===== src/rtl/mem_writeback_pkg.sv =====
// rtl/mem_writeback_pkg.sv - opcode encoding, stage state type and op-class helpers
package mem_writeback_pkg;

   localparam int MEM_TIMEOUT_DEF = 15;
   localparam int OP_W            = 5;

   typedef enum logic {S_IDLE, S_MEM} wb_state_t;

   // Codes are grouped by class so each helper is a range test; 29..31 are undefined.
   localparam logic [OP_W-1:0] OP_ADD      = 5'd0;
   localparam logic [OP_W-1:0] OP_ADDC     = 5'd1;
   localparam logic [OP_W-1:0] OP_SUB      = 5'd2;
   localparam logic [OP_W-1:0] OP_INCR     = 5'd3;
   localparam logic [OP_W-1:0] OP_DECR     = 5'd4;
   localparam logic [OP_W-1:0] OP_MOVIMM   = 5'd5;
   localparam logic [OP_W-1:0] OP_MOVREG   = 5'd6;
   localparam logic [OP_W-1:0] OP_CLR      = 5'd7;
   localparam logic [OP_W-1:0] OP_SHL      = 5'd8;
   localparam logic [OP_W-1:0] OP_SHR      = 5'd9;
   localparam logic [OP_W-1:0] OP_SAR      = 5'd10;
   localparam logic [OP_W-1:0] OP_RCR      = 5'd11;
   localparam logic [OP_W-1:0] OP_RCL      = 5'd12;
   localparam logic [OP_W-1:0] OP_AND      = 5'd13;
   localparam logic [OP_W-1:0] OP_XOR      = 5'd14;
   localparam logic [OP_W-1:0] OP_MAX      = 5'd15;
   localparam logic [OP_W-1:0] OP_CMPIMM   = 5'd16;
   localparam logic [OP_W-1:0] OP_CMPREG   = 5'd17;
   localparam logic [OP_W-1:0] OP_CLFB     = 5'd18;
   localparam logic [OP_W-1:0] OP_CKFR     = 5'd19;
   localparam logic [OP_W-1:0] OP_LOADIMM  = 5'd20;
   localparam logic [OP_W-1:0] OP_LOADREG  = 5'd21;
   localparam logic [OP_W-1:0] OP_STOREIMM = 5'd22;
   localparam logic [OP_W-1:0] OP_STOREREG = 5'd23;
   localparam logic [OP_W-1:0] OP_JMP      = 5'd24;
   localparam logic [OP_W-1:0] OP_JZ       = 5'd25;
   localparam logic [OP_W-1:0] OP_JNZ      = 5'd26;
   localparam logic [OP_W-1:0] OP_JFNZ     = 5'd27;
   localparam logic [OP_W-1:0] OP_SETDR    = 5'd28;

   function automatic logic is_reg_write(input logic [OP_W-1:0] op);
      return op <= OP_MAX;
   endfunction

   function automatic logic is_flag_only(input logic [OP_W-1:0] op);
      return (op >= OP_CMPIMM) && (op <= OP_CKFR);
   endfunction

   function automatic logic is_mem(input logic [OP_W-1:0] op);
      return (op >= OP_LOADIMM) && (op <= OP_STOREREG);
   endfunction

   function automatic logic is_store(input logic [OP_W-1:0] op);
      return (op == OP_STOREIMM) || (op == OP_STOREREG);
   endfunction

   function automatic logic is_branch(input logic [OP_W-1:0] op);
      return (op >= OP_JMP) && (op <= OP_JFNZ);
   endfunction

   function automatic logic is_defined(input logic [OP_W-1:0] op);
      return op <= OP_SETDR;
   endfunction

endpackage


===== src/rtl/mem_writeback_if.sv =====
// rtl/mem_writeback_if.sv - ALU-side handshake and memory bus seen by the writeback stage
interface mem_writeback_if #(
   parameter int REG_W  = 4,
   parameter int DATA_W = 8
);
   logic              ex_valid;
   logic              ex_ready;
   logic [4:0]        ex_op;
   logic [DATA_W-1:0] ex_result;
   logic              ex_flag;
   logic [REG_W-1:0]  ex_reg_num;
   logic [DATA_W-1:0] ex_store_data;

   logic              mem_req;
   logic              mem_we;
   logic [DATA_W-1:0] mem_addr;
   logic [DATA_W-1:0] mem_wdata;
   logic [DATA_W-1:0] mem_rdata;
   logic              mem_ack;

   // master: the surrounding ALU + memory; slave: the writeback stage
   modport master (
      output ex_valid, ex_op, ex_result, ex_flag, ex_reg_num, ex_store_data,
      output mem_rdata, mem_ack,
      input  ex_ready, mem_req, mem_we, mem_addr, mem_wdata
   );

   modport slave (
      input  ex_valid, ex_op, ex_result, ex_flag, ex_reg_num, ex_store_data,
      input  mem_rdata, mem_ack,
      output ex_ready, mem_req, mem_we, mem_addr, mem_wdata
   );
endinterface


===== src/rtl/wb_mem_ctrl.sv =====
// rtl/wb_mem_ctrl.sv - memory request hold, timeout counter and ack/abort resolution
module wb_mem_ctrl #(
   parameter int MEM_TIMEOUT = 15
)(
   input  logic clk,
   input  logic reset_n,
   input  logic start,
   input  logic mem_ack,
   output logic req,
   output logic ack_done,
   output logic abort
);
   localparam int CW = (MEM_TIMEOUT > 0) ? $clog2(MEM_TIMEOUT + 1) : 1;
   localparam logic [CW-1:0] LAST = CW'(MEM_TIMEOUT - 1);

   logic          req_q;
   logic [CW-1:0] cnt_q;

   assign req      = req_q;
   assign ack_done = req_q & mem_ack;
   // Abort on the edge the counter would reach MEM_TIMEOUT; an ack on that cycle wins.
   assign abort    = req_q & ~mem_ack & (MEM_TIMEOUT != 0) & (cnt_q == LAST);

   always_ff @(posedge clk or negedge reset_n) begin
      if (!reset_n) begin
         req_q <= 1'b0;
         cnt_q <= '0;
      end else if (start) begin
         req_q <= 1'b1;
         cnt_q <= '0;
      end else if (ack_done || abort) begin
         req_q <= 1'b0;
         cnt_q <= '0;
      end else if (req_q) begin
         cnt_q <= cnt_q + CW'(1);
      end
   end
endmodule


===== src/rtl/mem_writeback.sv =====
// rtl/mem_writeback.sv - writeback/memory stage top; optional RETIRE_CNT_EN adds a retire counter
module mem_writeback
   import mem_writeback_pkg::*;
#(
   parameter int MEM_TIMEOUT = MEM_TIMEOUT_DEF,
   parameter int REG_W       = 4,
   parameter int DATA_W      = 8
)(
   input  logic              clk,
   input  logic              reset_n,
   mem_writeback_if.slave    bus,
   output logic              wb_we,
   output logic [REG_W-1:0]  wb_reg,
   output logic [DATA_W-1:0] wb_data,
   output logic              flag_q,
   output logic [REG_W-1:0]  dest_reg_q,
   output logic              branch_taken,
   output logic [DATA_W-1:0] branch_target,
   output logic              mem_err
`ifdef RETIRE_CNT_EN
   ,output logic [15:0]      retire_cnt
`endif
);
   wb_state_t         state_q, state_d;
   logic              ready_q;
   logic              accept, start;
   logic              ack_done, abort, req;
   logic              we_q;
   logic [DATA_W-1:0] addr_q, wdata_q;
   logic [REG_W-1:0]  cap_reg_q;

   assign bus.ex_ready  = ready_q;
   assign bus.mem_req   = req;
   assign bus.mem_we    = we_q;
   assign bus.mem_addr  = addr_q;
   assign bus.mem_wdata = wdata_q;

   wb_mem_ctrl #(.MEM_TIMEOUT(MEM_TIMEOUT)) u_mem_ctrl (
      .clk      (clk),
      .reset_n  (reset_n),
      .start    (start),
      .mem_ack  (bus.mem_ack),
      .req      (req),
      .ack_done (ack_done),
      .abort    (abort)
   );

   always_ff @(posedge clk or negedge reset_n) begin
      if (!reset_n) state_q <= S_IDLE;
      else          state_q <= state_d;
   end

   always_comb begin
      state_d = state_q;
      accept  = 1'b0;
      start   = 1'b0;
      case (state_q)
         S_IDLE: begin
            accept = bus.ex_valid & ready_q;
            if (accept && is_mem(bus.ex_op)) begin
               start   = 1'b1;
               state_d = S_MEM;
            end
         end
         S_MEM: begin
            if (ack_done || abort) state_d = S_IDLE;
         end
         default: state_d = S_IDLE;
      endcase
   end

   // Ready is registered so it reads 0 while reset is asserted.
   always_ff @(posedge clk or negedge reset_n) begin
      if (!reset_n) begin
         ready_q       <= 1'b0;
         wb_we         <= 1'b0;
         wb_reg        <= '0;
         wb_data       <= '0;
         flag_q        <= 1'b0;
         dest_reg_q    <= '0;
         branch_taken  <= 1'b0;
         branch_target <= '0;
         mem_err       <= 1'b0;
         we_q          <= 1'b0;
         addr_q        <= '0;
         wdata_q       <= '0;
         cap_reg_q     <= '0;
      end else begin
         ready_q      <= (state_d == S_IDLE);
         wb_we        <= 1'b0;
         branch_taken <= 1'b0;
         mem_err      <= abort;
         if (accept) begin
            if (is_mem(bus.ex_op)) begin
               we_q      <= is_store(bus.ex_op);
               addr_q    <= bus.ex_result;
               wdata_q   <= bus.ex_store_data;
               cap_reg_q <= bus.ex_reg_num;
            end else if (is_defined(bus.ex_op)) begin
               flag_q <= bus.ex_flag;
               if (is_reg_write(bus.ex_op)) begin
                  wb_we   <= 1'b1;
                  wb_reg  <= bus.ex_reg_num;
                  wb_data <= bus.ex_result;
               end
               if (bus.ex_op == OP_SETDR) dest_reg_q <= bus.ex_reg_num;
               // A zero target doubles as the not-taken encoding for conditional branches.
               if (is_branch(bus.ex_op) &&
                   ((bus.ex_op == OP_JMP) || (bus.ex_result != '0))) begin
                  branch_taken  <= 1'b1;
                  branch_target <= bus.ex_result;
               end
            end
         end
         if (ack_done && !we_q) begin
            wb_we   <= 1'b1;
            wb_reg  <= cap_reg_q;
            wb_data <= bus.mem_rdata;
         end
      end
   end

`ifdef RETIRE_CNT_EN
   always_ff @(posedge clk or negedge reset_n) begin
      if (!reset_n)
         retire_cnt <= '0;
      else if ((accept && !is_mem(bus.ex_op)) || ack_done)
         retire_cnt <= retire_cnt + 16'd1;
   end
`endif
endmodule

===== src/flat_wrapper.sv =====
// flat-port wrapper written by rule: the top's interface ports become plain ports
module mem_writeback_flat import mem_writeback_pkg::*;
#(
   parameter int MEM_TIMEOUT = MEM_TIMEOUT_DEF,
   parameter int REG_W       = 4,
   parameter int DATA_W      = 8
)
  (clk, reset_n, wb_we, wb_reg, wb_data, flag_q, dest_reg_q, branch_taken, branch_target, mem_err, bus_ex_valid, bus_ex_op, bus_ex_result, bus_ex_flag, bus_ex_reg_num, bus_ex_store_data, bus_mem_rdata, bus_mem_ack, bus_ex_ready, bus_mem_req, bus_mem_we, bus_mem_addr, bus_mem_wdata);
  mem_writeback_if #(.REG_W(REG_W), .DATA_W(DATA_W)) bus_i ();
  input  logic clk;
  input  logic reset_n;
  output logic wb_we;
  output logic [REG_W-1:0] wb_reg;
  output logic [DATA_W-1:0] wb_data;
  output logic flag_q;
  output logic [REG_W-1:0] dest_reg_q;
  output logic branch_taken;
  output logic [DATA_W-1:0] branch_target;
  output logic mem_err;
  input wire logic [$bits(bus_i.ex_valid)-1:0] bus_ex_valid;
  input wire logic [$bits(bus_i.ex_op)-1:0] bus_ex_op;
  input wire logic [$bits(bus_i.ex_result)-1:0] bus_ex_result;
  input wire logic [$bits(bus_i.ex_flag)-1:0] bus_ex_flag;
  input wire logic [$bits(bus_i.ex_reg_num)-1:0] bus_ex_reg_num;
  input wire logic [$bits(bus_i.ex_store_data)-1:0] bus_ex_store_data;
  input wire logic [$bits(bus_i.mem_rdata)-1:0] bus_mem_rdata;
  input wire logic [$bits(bus_i.mem_ack)-1:0] bus_mem_ack;
  output wire logic [$bits(bus_i.ex_ready)-1:0] bus_ex_ready;
  output wire logic [$bits(bus_i.mem_req)-1:0] bus_mem_req;
  output wire logic [$bits(bus_i.mem_we)-1:0] bus_mem_we;
  output wire logic [$bits(bus_i.mem_addr)-1:0] bus_mem_addr;
  output wire logic [$bits(bus_i.mem_wdata)-1:0] bus_mem_wdata;
  assign bus_i.ex_valid = bus_ex_valid;
  assign bus_i.ex_op = bus_ex_op;
  assign bus_i.ex_result = bus_ex_result;
  assign bus_i.ex_flag = bus_ex_flag;
  assign bus_i.ex_reg_num = bus_ex_reg_num;
  assign bus_i.ex_store_data = bus_ex_store_data;
  assign bus_i.mem_rdata = bus_mem_rdata;
  assign bus_i.mem_ack = bus_mem_ack;
  assign bus_ex_ready = bus_i.ex_ready;
  assign bus_mem_req = bus_i.mem_req;
  assign bus_mem_we = bus_i.mem_we;
  assign bus_mem_addr = bus_i.mem_addr;
  assign bus_mem_wdata = bus_i.mem_wdata;
  mem_writeback #(.MEM_TIMEOUT(MEM_TIMEOUT), .REG_W(REG_W), .DATA_W(DATA_W)) u_core (.clk(clk), .reset_n(reset_n), .bus(bus_i), .wb_we(wb_we), .wb_reg(wb_reg), .wb_data(wb_data), .flag_q(flag_q), .dest_reg_q(dest_reg_q), .branch_taken(branch_taken), .branch_target(branch_target), .mem_err(mem_err));
endmodule

===== config.mk =====
export PLATFORM = sky130hd
export DESIGN_NAME = mem_writeback_flat
export DESIGN_NICKNAME = d
export VERILOG_FILES = /design/src/rtl/mem_writeback_pkg.sv /design/src/rtl/mem_writeback_if.sv /design/src/rtl/wb_mem_ctrl.sv /design/src/rtl/mem_writeback.sv /design/src/flat_wrapper.sv
export SDC_FILE = /design/constraint.sdc
export NUM_CORES = 1
export LEC_CHECK = 0
export BUFFER_PORTS_ARGS = -buffer_cell sky130_fd_sc_hd__buf_2
export CAP_MARGIN = 10
export CORE_UTILIZATION = 54
export DETAILED_ROUTE_END_ITERATION = 10
export PLACE_DENSITY = 0.95
export SETUP_SLACK_MARGIN = 0.02
export SLEW_MARGIN = 5
export SYNTH_ARGS = -nofsm -noshare
export SYNTH_HDL_FRONTEND = slang
export SYNTH_SLANG_ARGS = --single-unit
export TNS_END_PERCENT = 1

===== constraint.sdc =====
create_clock -name clk -period 4.87 [get_ports clk]
set_input_delay 0 -clock clk [delete_from_list [all_inputs] [get_ports clk]]
set_output_delay 0 -clock clk [all_outputs]
set_load 0.01 [all_outputs]

* Word-level counts from Yosys, hierarchy flattened
Index checks and enable logic that the tools add are counted.
** Storage, ports and cells
- Register bits after elaboration :: 56
- Bits in latches :: 0
- Bits in writable memories :: 0
- Memory bits (read-only) :: 0
- Input port bits :: 38
- Word-level logic and storage cells :: 86
- Memories kept :: 0
** Cells by class
- $add $sub $neg :: 1
- Multipliers :: 0
- Divide/modulo/power cells :: 0
- $lt $le $gt $ge :: 6
- Equal/unequal tests :: 6
- Shift-type cells :: 0
- Mux-type cells :: 29
- Bitwise logic cells :: 8
- Reduce and logical (&&, ||, !) cells :: 20
** Operator list (number)
- two-way mux 8 bit :: 5
- two-way mux 4 bit :: 8
- equality test 5 bit, second input constant :: 4
- <= comparator 5 bit, second input constant :: 3
- two-way mux 1 bit :: 15
- AND reduction 4 bit :: 3
- greater-or-equal comparator 5 bit, second input constant :: 2
- nonzero test 2 bit :: 4
- nonzero test 8 bit :: 1
- <= comparator 5 x 4 -> 1 bit, second input constant :: 1
- logical AND 1 bit :: 5
- adder 4 x 1 -> 4 bit, second input constant :: 1
- AND 1 bit :: 4
- equality test 4 bit, second input constant :: 1
- NOT 1 bit :: 4
- logical OR 1 bit :: 3
- AND reduction 3 bit :: 1
- nonzero test 3 bit :: 1
- != test 2 bit, second input constant :: 1
- case mux 1 bit (2 select lines) :: 1
- AND reduction 2 bit :: 1
- zero test 1 bit :: 1

* Logic depth before layout (Yosys ltp)
- Word-level depth :: 7
- Gate-level depth with buffers :: 5
- Mapped depth without buffers :: 5

* Modules after synthesis
Synthesis repeated with hierarchy kept, for this count alone.
** Second synthesis, totals
- Cells, all modules :: 206
- Area total of the unflattened synthesis :: 2482.4 µm²
** Modules (own cells, without submodules)
- mem_writeback :: instances 1, cells an instance 177, area each 2205.9 µm²
- wb_mem_ctrl :: instances 1, cells an instance 29, area each 276.5 µm²

* Worst setup path before layout
OpenSTA, ideal clock, no wires.
- Kind :: register to register
- Start point :: reg u_core.ready_q (netlist: u_core.bus.ex_ready)
- End point :: reg u_core.cap_reg_q[0]
- Setup time :: 125 ps
- Data arrival time :: 1425 ps
- Required time :: 4745 ps
- Path slack :: 3320 ps
- Stages on the path, launching flop included :: 6
- Clock period less this slack :: 1550 ps
- Cells stage by stage :: dfrtp_1 nand4b_4 nor3b_2 buf_6 buf_12 mux2_2
** On the way
- Cells in the longest elaborated chain, start to end :: 3
** Ends and longest elaborated chain
- start, declared :: line mem_writeback.sv:25 : logic ready_q;
- start signal, assigned :: line mem_writeback.sv:89 : ready_q <= (state_d == S_IDLE);
- AND 1 bit :: line mem_writeback.sv:59 : accept = bus.ex_valid & ready_q;
- two-way mux 1 bit :: line mem_writeback.sv:57 : case (state_q)
- AND reduction 2 bit (no source line)
- end signal, assigned :: line mem_writeback.sv:98 : cap_reg_q <= bus.ex_reg_num;
- end, declared :: line mem_writeback.sv:30 : logic [REG_W-1:0] cap_reg_q;
Every way passes these cells.
A chain may end at the register's enable or synchronous reset.

* Final worst setup path
- Start point :: reg u_core.state_q
- End point :: reg u_core.cap_reg_q[2]
** On the way
- Cells in the longest elaborated chain, start to end :: 2
** Ends and longest elaborated chain
- start, declared :: line mem_writeback.sv:24 : wb_state_t state_q, state_d;
- start signal, assigned :: line mem_writeback.sv:50 : else state_q <= state_d;
- two-way mux 1 bit :: line mem_writeback.sv:57
- AND reduction 2 bit (no source line)
Every way passes these cells.

==> out/results.tsv <==
stage	metric	value	unit
setup_path	end_kind	register	
global_route	grt_pass1_wl	10700	um
synth	synth_top_area_frac	0.550	
run_status	violations	DRC	
timing	drv_slew	0	
timing	hold_ws	28.4	ps
die	fp.dieArea	0.00500	mm2
setup_path	critPathLaunchType	register	
timing	final.setup.worst_slack	2850	ps
drt	postRouteAntennaNets	0	
die	coreArea	0.00444	mm2
cts	cts_sinks	56	
layout	insertedDiodeCount	0	
timing	layout_min_cycle_time	2020	ps
die	initial_core_util	0.574	
place	place_hpwl	4150	um
timing	fmax	496	MHz
power_and_ir_drop	power.density	516	mW/mm2
die	rows	24	
synth	syn_avg_cell_area	12.4	um2
timing	finalClockSkew	6.09	ps
cts	clockBufferDepth	2	
cts	htree_levels	2	
setup_path	r2r_setup_slack	2850	ps
setup_path	cp_top_family	simple AND/OR/NAND/NOR gates	
cts	cts_buffers	5	
global_route	grt_usage	0.278	
layout	nets	361	
global_route	overflow	0	
synth	ys_seq_elements	56	
setup_path	worstPathCellList	nand4b_4 > nor3b_4 > buf_4 > mux2_2	
synth	syn_inst	205	
timing	max_slew_margin	0.326	
setup_path	required	5070	ps
global_route	grt_max_degree	57	
synth	synth_area	0.00255	mm2
place	portBuffers	84	
drt	drt_iter0_markers	146	
global_route	first_global_vias	2187	
drt	post_drt_wl_per_cell	17.1	um
power_and_ir_drop	vdd_drop_max	278	uV
layout	syn_to_final_growth	33.6	%
drt	post-route-drc-count	14	
global_route	use_met1	0.348	
setup_path	cp_max_fo	21	
setup_path	crit_slowest_cell	dfrtp_1	
place	gp_routability_congestion	0.894	
synth	syn-num-nets	245	
cts	clk_pin_slew_worst_paths	100	ps
setup_path	critPathBufInv	1	
synth	synth_area_leaders	dfrtp_1 (55%), mux2_2 (7.1%), mux2_4 (5.9%)	
place	dp_slack	2840	ps
worst_hold_path	hold_path.class	input port to register	
synth	synth_area_leader_cell	dfrtp_1	
timing	final-hold-violation-count	0	
global_route	grt_antenna_before_repair	0	
drt	viasPerCell	5.70	
drt	drt_pass1_iterations	7	
run_status	status	finished, violations left	
timing	worst_pin_slew	1010	ps
timing	tns	0	ps
synth	synth_cell_types	36	
setup_path	worstSetupPathType	register to register	
setup_path	slowest_delay	440	ps
timing	setup-violations-final	0	
die	die_h	70.7	um
cts	post-cts-setup-buffers	0	
layout	drive_above_1_share	0.394	
timing	rsz0062_at_grt	false	
synth	ys_seq_area_frac	0.550	
cts	root_buffer	clkbuf_8	
setup_path	arrival	2220	ps
synth	yosysWarnings	0	
global_route	grt_use_met2	0.475	
timing	min_period_over_period	0.414	
power_and_ir_drop	p_leak	0.00163	uW
die	ioPinCount	85	
cts	clock_latency	310	ps
flow_run	drv_cap	0	
global_route	grtUsageMet3	0.0470	
cts	tritoncts	built	
cts	holdBufCountCts	32	
drt	totalWireLength	6380	um
die	die_x	70.7	um
global_route	grt-busiest-layer	met2	
cts	cts_resized	0	
drt	vias	2132	
==> where the power goes <==
| group | total, uW | internal (uW) | switching, uW |
|---|---|---|---|
| clock network | 299 | 153 | 146 |
| registers | 811 | 670 | 141 |
| logic | 647 | 338 | 309 |
| total | 1760 | 1160 | 597 |
==> per-layer routing <==
metal  vias up  wire [um]
met5         -          0
met4         0        213
met3        23        313
met2       102       3240
met1      1031       2610
li1        976          -
==> stage by stage <==
step | power [uW] | area (um2) | std cells | util
final | 1760 | 3410 | 374 | 0.767
after global routing | 1860 | 3410 | 374 | 0.767
after CTS | 1750 | 3410 | 374 | 0.767
after detailed placement | 1430 | 2980 | 334 | 0.670
after global placement | 1400 | 2980 | 334 | 0.670
after floorplan | 1160 | 2550 | 205 | -
==> kinds of logic after synthesis <==
group,Yosys count,share of synthesized area
muxes,38,0.177
DFF,56,0.550
and+or+nand+nor,65,0.161
buffers and inverters,12,0.0348
adders and majority gates,2,0.00981
AOI/OAI and AO/OA,32,0.0682
==> worst paths after layout <==
path,end,depth (start not counted),start
max,u_core.cap_reg_q[2]$_DFFE_PN0P_,4,u_core.state_q$_DFF_PN0_
min,u_core.u_mem_ctrl.cnt_q[2]$_DFFE_PN0P_,4,bus_mem_ack
max reg2reg,u_core.cap_reg_q[2]$_DFFE_PN0P_,4,u_core.state_q$_DFF_PN0_
min reg2reg,u_core.dest_reg_q[1]$_DFFE_PN0P_,1,u_core.dest_reg_q[1]$_DFFE_PN0P_
max in group asynchronous,u_core.branch_target[1]$_DFFE_PN0P_,3,reset_n
min in group asynchronous,u_core.u_mem_ctrl.cnt_q[2]$_DFFE_PN0P_,3,reset_n
==> cell type report <==
cell class	instances	area [um2]
multi-input cells	137	1070
fillers	285	1040
well taps	52	65.1
inverters	3	11.3
flip-flops and latches	56	1400
clock inverters	2	35.0
clock buffers	6	72.6
repair buffers	118	756
==> cell usage after synthesis <==
cell and count:
and4bb_4 1, nand4bb_1 1, buf_4 1, o21bai_1 1
buf_1 1, o32a_1 1, inv_1 3, nor3_4 1
nand2b_1 2, or3_1 2, buf_6 1, mux2_4 10
and3_1 1, clkbuf_1 4, nand4b_4 1, buf_12 2
nand2_1 4, mux2_2 16, nor3b_2 1, a31oi_1 3
nor4_2 2, a21o_1 1, nor4bb_1 1, ha_1 2
nor2b_1 1, nand3_1 19, nor2_1 15, nand3b_1 2
nand4_1 8, o21ai_0 10, and4b_2 1, or3b_1 1
or2_2 1, a21oi_1 16, dfrtp_1 56, mux2i_1 12
==> placed cells by master (no fill, tap or decap), types with 10 or more instances in the layout <==
| cell type | synthesis | routed |
|---|---|---|
| mux2i_1 | 12 | 12 |
| dfrtp_1 | 56 | 56 |
| mux2_4 | 10 | 10 |
| nand3_1 | 19 | 19 |
| nor2_1 | 15 | 15 |
| a21oi_1 | 16 | 16 |
| dlygate4sd3_1 | 0 | 32 |
| buf_2 | 0 | 84 |
| o21ai_0 | 10 | 10 |
| mux2_2 | 16 | 16 |
==> worst min-delay path: cells and delay by family <==
family	cells	cell delay [ps]
AO/OA/AOI/OAI	1	60
buffers and inverters	1	120
AND/OR/NAND/NOR	2	120
Power figures use the tool's default switching activity.
